===== src/rtl/wf_route_unit.sv =====
// Registered West-First route unit for one mesh input port: computes the output port of
// each head flit, locks it per virtual channel, and replays it for body and tail flits.
module wf_route_unit #(
  parameter int MM  = 2,
  parameter int VCW = 2,
  parameter int CW  = 3
) (
  input  logic                  clk,
  input  logic                  reset,
  input  logic                  flit_valid,
  input  logic [VCW-1:0]        flit_vc,
  input  logic                  flit_head,
  input  logic                  flit_tail,
  input  logic [MM-1:0]         X,
  input  logic [MM-1:0]         Y,
  input  logic [MM-1:0]         x_final,
  input  logic [MM-1:0]         y_final,
  input  logic [CW-1:0]         credit_xp,
  input  logic [CW-1:0]         credit_yp,
  input  logic [CW-1:0]         credit_ym,
  output logic                  route_valid,
  output logic [VCW-1:0]        route_vc,
  output logic [4:0]            verification,
  output logic [(2**VCW)-1:0]   status,
  output logic                  err_flit
);

  localparam int VC = 2**VCW;

  localparam logic [0:0] ST_IDLE   = 1'b0;
  localparam logic [0:0] ST_ACTIVE = 1'b1;

  localparam logic [4:0] PORT_XP = 5'b00001;
  localparam logic [4:0] PORT_XM = 5'b00010;
  localparam logic [4:0] PORT_YP = 5'b00100;
  localparam logic [4:0] PORT_YM = 5'b01000;
  localparam logic [4:0] PORT_EJ = 5'b10000;

  logic [VC-1:0]   state_q, state_d;
  logic [4:0]      dir_q [VC];
  logic [4:0]      dir_d [VC];
  logic            route_valid_q, route_valid_d;
  logic [VCW-1:0]  route_vc_q, route_vc_d;
  logic [4:0]      verification_q, verification_d;
  logic            err_flit_q, err_flit_d;

  logic [4:0]      route_calc;
  logic [4:0]      y_dir;
  logic [CW-1:0]   y_credit;

  // West hops are never adaptive; only an east-bound packet with a Y offset may choose.
  always_comb begin
    route_calc = '0;
    y_dir      = (y_final > Y) ? PORT_YP : PORT_YM;
    y_credit   = (y_final > Y) ? credit_yp : credit_ym;
    if (x_final == X && y_final == Y) begin
      route_calc = PORT_EJ;
    end else if (x_final < X) begin
      route_calc = PORT_XM;
    end else if (x_final > X) begin
      if (y_final == Y) begin
        route_calc = PORT_XP;
      end else begin
        route_calc = (y_credit > credit_xp) ? y_dir : PORT_XP;
      end
    end else begin
      route_calc = y_dir;
    end
  end

  always_comb begin
    state_d        = state_q;
    dir_d          = dir_q;
    route_valid_d  = 1'b0;
    route_vc_d     = '0;
    verification_d = '0;
    err_flit_d     = 1'b0;
    if (flit_valid) begin
      route_vc_d = flit_vc;
      if (flit_head) begin
        if (state_q[flit_vc] == ST_IDLE) begin
          route_valid_d  = 1'b1;
          verification_d = route_calc;
          if (!flit_tail) begin
            state_d[flit_vc] = ST_ACTIVE;
            dir_d[flit_vc]   = route_calc;
          end
        end else begin
          err_flit_d = 1'b1;
        end
      end else if (state_q[flit_vc] == ST_ACTIVE) begin
        route_valid_d  = 1'b1;
        verification_d = dir_q[flit_vc];
        if (flit_tail) begin
          state_d[flit_vc] = ST_IDLE;
          dir_d[flit_vc]   = '0;
        end
      end else begin
        err_flit_d = 1'b1;
      end
    end
  end

  always_ff @(posedge clk) begin
    if (reset) begin
      state_q        <= {VC{ST_IDLE}};
      for (int v = 0; v < VC; v++) dir_q[v] <= '0;
      route_valid_q  <= 1'b0;
      route_vc_q     <= '0;
      verification_q <= '0;
      err_flit_q     <= 1'b0;
    end else begin
      state_q        <= state_d;
      dir_q          <= dir_d;
      route_valid_q  <= route_valid_d;
      route_vc_q     <= route_vc_d;
      verification_q <= verification_d;
      err_flit_q     <= err_flit_d;
    end
  end

  assign route_valid  = route_valid_q;
  assign route_vc     = route_vc_q;
  assign verification = verification_q;
  assign status       = state_q;
  assign err_flit     = err_flit_q;

endmodule


===== config.mk =====
export PLATFORM = sky130hd
export DESIGN_NAME = wf_route_unit
export DESIGN_NICKNAME = d
export VERILOG_FILES = /design/src/rtl/wf_route_unit.sv
export SDC_FILE = /design/constraint.sdc
export NUM_CORES = 1
export LEC_CHECK = 0
export ABC_CLOCK_PERIOD_IN_PS = 4700
export BUFFER_PORTS_ARGS = -buffer_cell sky130_fd_sc_hd__buf_4
export CAP_MARGIN = 20
export CORE_MARGIN = 10
export CORE_UTILIZATION = 58
export CTS_CLUSTER_DIAMETER = 60
export DETAILED_ROUTE_END_ITERATION = 8
export PLACE_DENSITY = 0.87
export SYNTH_ARGS = -nofsm -noshare
export SYNTH_HDL_FRONTEND = slang
export SYNTH_SLANG_ARGS = --single-unit

===== constraint.sdc =====
create_clock -name clk -period 4.7 [get_ports clk]
set_input_delay 0.47 -clock clk [delete_from_list [all_inputs] [get_ports clk]]
set_output_delay 0.47 -clock clk [all_outputs]
set_load 0.02 [all_outputs]

Yosys cells after proc, flatten, opt, wreduce, memory -nomap -nowiden
Index checks and enable logic that the tools add are counted.
{"block": "op_classes", "n_shift": 0, "div_mod_pow": 0, "n_reduce_logical": 7, "n_addsub": 0, "n_mux": 34, "magnitude_cmp": 8, "n_eq_ne": 4, "bitwise": 7, "mul": 0}
{"op": "$mux 20", "n": 5}
{"op": "$mux 5", "n": 9}
{"op": "$mux 4", "n": 8}
{"op": "$and 20x20->20", "n": 1}
{"op": "$bwmux 20", "n": 1}
{"op": "$not 20->20", "n": 1}
{"op": "$bmux 5 s2", "n": 1}
{"op": "$demux 5 s2", "n": 1}
{"op": "$mux 1", "n": 6}
{"op": "$reduce_and 5->1", "n": 1}
{"op": "$and 4x4->4", "n": 1}
{"op": "$eq 2x2->1", "n": 2}
{"op": "$gt 2x2->1", "n": 2}
{"op": "$not 4->4", "n": 1}
{"op": "$or 4x4->4", "n": 1}
{"op": "$reduce_bool 2->1", "n": 2}
{"op": "$ge 3x3->1 const B", "n": 1}
{"op": "$gt 3x3->1", "n": 1}
{"op": "$logic_and 1x1->1", "n": 3}
{"op": "$lt 2x3->1 const B", "n": 1}
{"op": "$lt 3x1->1 const B", "n": 1}
{"op": "$mux 3", "n": 1}
{"op": "$not 2->3", "n": 1}
{"op": "$bmux 1 s2", "n": 1}
{"op": "7 further kinds", "n": 7}
{"block": "word_totals", "romBits": 0, "mem_bits_rw": 0, "memories": 0, "latch_bits": 0, "output_inout_bits": 13, "input_bits": 24, "ff_bits": 33}

Longest topological paths before layout
{"block": "logic_depth", "word_depth": 12, "mapped_depth": 11, "depth_no_buf": 11}

Worst setup path before layout
OpenSTA, ideal clock, no wires.
{"block": "synth_path", "kind": "input to register", "from": "input Y[1]", "to": "register dir_q[2] (netlist name)", "cell_stages": 11, "n_path_buf": 0, "setup_ps": 117, "arrival_time_ps": 2818, "setup_slack_ps": 1765, "path_cell_list": "inv_1 -> ha_1 -> nor2b_1 -> o21ai_1 -> mux2_2 -> ha_1 -> nor2b_1 -> a221oi_1 -> o21ai_1 -> and3_1 -> a22o_1"}
{"block": "synth_between", "elab_chain_cells": 12, "word_cells_on_any_way": 15, "cone_classes": "order compare (2); eq/ne (1); mux (11); reduce/logical (1)"}
{"element": "start, declared", "line": "15", "rtl": "input logic [MM-1:0] Y,"}
{"element": "$gt 2x2->1", "line": "54, 55"}
{"element": "$mux 3", "line": "55", "rtl": "y_credit = (y_final > Y) ? credit_yp : credit_ym;"}
{"element": "$gt 3x3->1", "line": "64", "rtl": "route_calc = (y_credit > credit_xp) ? y_dir : PORT_XP;"}
{"element": "$mux 4", "line": "64"}
{"element": "$mux 4", "line": "61", "rtl": "if (y_final == Y) begin"}
{"element": "$mux 5", "line": "60", "rtl": "end else if (x_final > X) begin"}
{"element": "$mux 5", "line": "58", "rtl": "end else if (x_final < X) begin"}
{"element": "$mux 5 (*)", "line": "56", "rtl": "if (x_final == X && y_final == Y) begin"}
{"element": "$bwmux 20 (*)", "line": "86", "rtl": "dir_d[flit_vc] = route_calc;"}
{"element": "$mux 20 (*)", "line": "84", "rtl": "if (!flit_tail) begin"}
{"element": "$mux 20 (*)", "line": "81", "rtl": "if (state_q[flit_vc] == ST_IDLE) begin"}
{"element": "$mux 20 (*)", "line": "80", "rtl": "if (flit_head) begin"}
{"element": "end signal, assigned", "line": "114", "rtl": "dir_q <= dir_d;"}
{"element": "end, declared", "line": "40", "rtl": "logic [4:0] dir_q [VC];"}
Mark *: on every way between the ends. The rest lies on a longest branch, timed or not. The select of a mux whose other input is x is not followed.
A chain may end at the register's enable or synchronous reset.

Worst setup path in the final report
{"block": "layout_path", "from": "input Y[1]", "to": "register dir_q[12] (netlist name)"}
Same word-level chain as after synthesis.

==> out/results.txt <==
The final period utilization came out at 0.621. The number of antenna diodes in the final layout is 0. At the later pin of the worst-skew pair, clock insertion delay measures 0.34 ns. The fraction of layout cells with a size suffix above 1 came out at 0.290. The run gives 2 as the worst-case clock buffer depth. TritonCTS built the clock tree.

The final layout contains 249 nets. The finished cells cover 2100 µm². The tree built by TritonCTS fans out to 33 sinks.

The worst setup path is captured at a flop. Routability-driven placement finished with a final weighted congestion of 0.933. The maximum clock skew at final layout is 0.00687 ns. Number of endpoints with negative hold slack in the final report: 0. Setup violations remaining at the end of the flow were counted as 0. The remaining design rule violation count came out at 0. The maximum fanout along the worst path came out at 5.

Entering global routing, the biggest net connects 20 pins. Total power for the finished layout comes to 0.533 mW. After clock tree synthesis, the flow added hold-fix buffers numbering 0. The flow ran to the end, and the final reports show no timing, DRC or antenna violations. After detailed routing, the number of vias per cell comes to 6.06.

The tools report the portion of the post-synthesis area used by sequential elements as 0.373. Leaving out fill and tap cells, the most frequent cell in the layout is buf_4. The worst setup path category was primary input to flop.

Hold timing on the final database bottoms out at a slack of 0.428 ns. Compared with the post-synthesis result, the final layout area differs by 18.6%. For the die footprint, the log shows 5670 µm².

Dividing the detail-routed wire length by the instance count gives 17.5 µm. The worst min-delay path category is primary input to flop. The tool flagged a number of max-cap violations equal to 0. The post-detailed-placement cell area is 2050 µm². The logs give 1.78 ns for the least setup slack across all paths after layout and 2 for the number of H-tree branching levels. The half-perimeter wire length after placement is 3.40 mm, and the residual overflow from global routing is 0. Number of global-route vias before repair: 1574. The core region is 2830 µm².

In the final timing run, aggregate negative setup slack is 0 ns. The transition at the pin with the smallest max-transition slack is 0.813 ns, and the total of buffers placed on input and output ports is 36. The final-report max-slew violation count was 0. Setup repair after global routing left no endpoint under its margin.

The synthesized netlist contains 41 unique library cells. In the layout the commonest cells are 36 x buf_4, 33 x dfxtp_1, 17 x nor2_1. The power density over the cells works out to 253 nW/µm². The first TritonRoute pass finished after 4 iterations. The post-detailed-route count of antenna-violating nets came out at 0.

The largest single stage delay on the critical path is 0.38 ns. The worst setup path is launched from a primary input. Summed over all layers, the routed wires come to 4.34 mm. After clock tree synthesis, the clock-pin slew on the worst setup and hold paths is 0.10 ns.

For the number of cells in the finished layout apart from fillers, the log shows 248. The critical path goes through buf_4 -> inv_1 -> ha_1 -> nor2b_1 -> o21ai_1 -> mux2_2 -> ha_1 -> nor2b_1 -> a221oi_1 -> o21ai_1 -> and3_1 -> a22o_1. The number of antenna violations at the first check in global routing is 0. The number of rows created at floorplan was 19.

The logs give 0.161 for the overall fraction of global-route tracks in use and 0.743 for the final core utilization. In this run the count of I/O pins placed on the die edge is 37. Averaged over all synthesized cells, the footprint is 9.90 µm². The y dimension of the die was 75.3 µm; the worst slack at placement was 1.44 ns. The run gives 7.04 mm as the wire length of the first global-routing pass.

For the worst path required time, the log shows 4.94 ns. For this design, the slowest cell found on the critical path is mux2_2. The maximum clock frequency is 342 MHz. Counting every instance in the synthesized netlist gives 179.

The netlist area before placement is 1770 µm². The number of gates resized after CTS was 0. The clock tree root buffer cell is clkbuf_4. The total placed cells including tap cells is 240.

Counting I/O delays and the setup requirement, the final critical path takes 2.92 ns. The yosys synthesis warning count is 0. For the tightest slew margin relative to the limit, the log shows 0.451. The die is 75.3 µm wide.

Counting the buffers created by CTS gives 5. STA puts the critical path data arrival time at 3.16 ns. Detailed routing inserted a total of 1503 vias. The initial DRC count was 176. The tools report the static leakage power as 0.953 nW. In this run the post-CTS setup repair buffer count came out at 0. The run gives 0.626 as the starting utilization of the core area. After synthesis the netlist holds a flip-flop and latch count of 33. The worst-case IR drop observed on VDD is 206 µV. The net count after synthesis is 212.
-- final timing paths --
check | start | end | slack (ns) | cells past startpoint
max | Y[1] | dir_q[12] | 1.78 | 12
min | reset | flop | 0.43 | 2
min reg2reg | dir_q[13] | dir_q[13] | 0.48 | 1
max reg2reg | flop | dir_q[16] | 2.20 | 8
-- critical path, delay by kind of cell --
| kind | cells | cell delay [ns] |
|---|---|---|
| AO/OA/AOI/OAI | 4 | 1.03 |
| adder cells (fa/ha/maj) | 2 | 0.64 |
| AND/OR/NAND/NOR | 3 | 0.52 |
| multiplexers | 1 | 0.38 |
| buffers and inverters | 2 | 0.11 |
-- where the power goes --
part,switching [mW],leakage [nW],internal (mW)
registers,0.00140,0.267,0.283
logic,0.0524,0.655,0.0436
clock network,0.0957,0.0320,0.0568
-- layer usage --
| layer | wire [µm] | part of all wire | GRT usage |
|---|---|---|---|
| met1 | 1810 | 0.42 | 0.181 |
| met2 | 2090 | 0.48 | 0.261 |
| met3 | 352 | 0.081 | 0.0565 |
| met4 | 86 | 0.020 | 0.0907 |
| met5 | 0 | 0 | 0 |
-- layout make-up --
class                      count  area (µm²)
clock buffer                   6        41.3
clock inverter                 2        10.0
fill                         206         727
inverter                      12        45.0
multi-input combinational    128        1040
sequential                    33         661
tap                           31        38.8
timing repair buffer          36         270
-- cells by family (layout without fill, tap and decap cells) --
family,count (synthesis),count (layout),synth area share
AO/OA/AOI/OAI,40,40,0.172
adder cells (fa/ha/maj),9,9,0.0636
flip-flops,33,33,0.373
AND/OR/NAND/NOR,62,62,0.209
multiplexers,17,17,0.140
buffers and inverters,18,56,0.0424
-- cell usage after synthesis, drive strengths merged --
library cell  count  area, µm²
ha                9        113
o31ai             3       27.5
a22o              8       70.1
nand3             2       10.0
nor2b             5       31.3
nand2             5       26.3
a22oi             2       15.0
o21ai             9       56.3
and2b             3       22.5
mux2              2       22.5
nand2b            7       43.8
a211oi            3       22.5
nor3              6       56.3
clkbuf            2       7.51
a21oi             4       20.0
or4               1       11.3
o21ba             1       10.0
a31oi             1       6.26
nor3b             1       7.51
and3              9       56.3
a32o              1       10.0
o41ai             1       8.76
inv              12       45.0
a21o              1       7.51
nor2             17       63.8
mux4              6        135
and2              3       18.8
a221oi            1       8.76
o2bb2ai           4       35.0
mux2i             9       90.1
buf               4       22.5
dfxtp            33        661
nand3b            3       22.5
o211ai            1       7.51
Power figures use the tool's default switching activity.
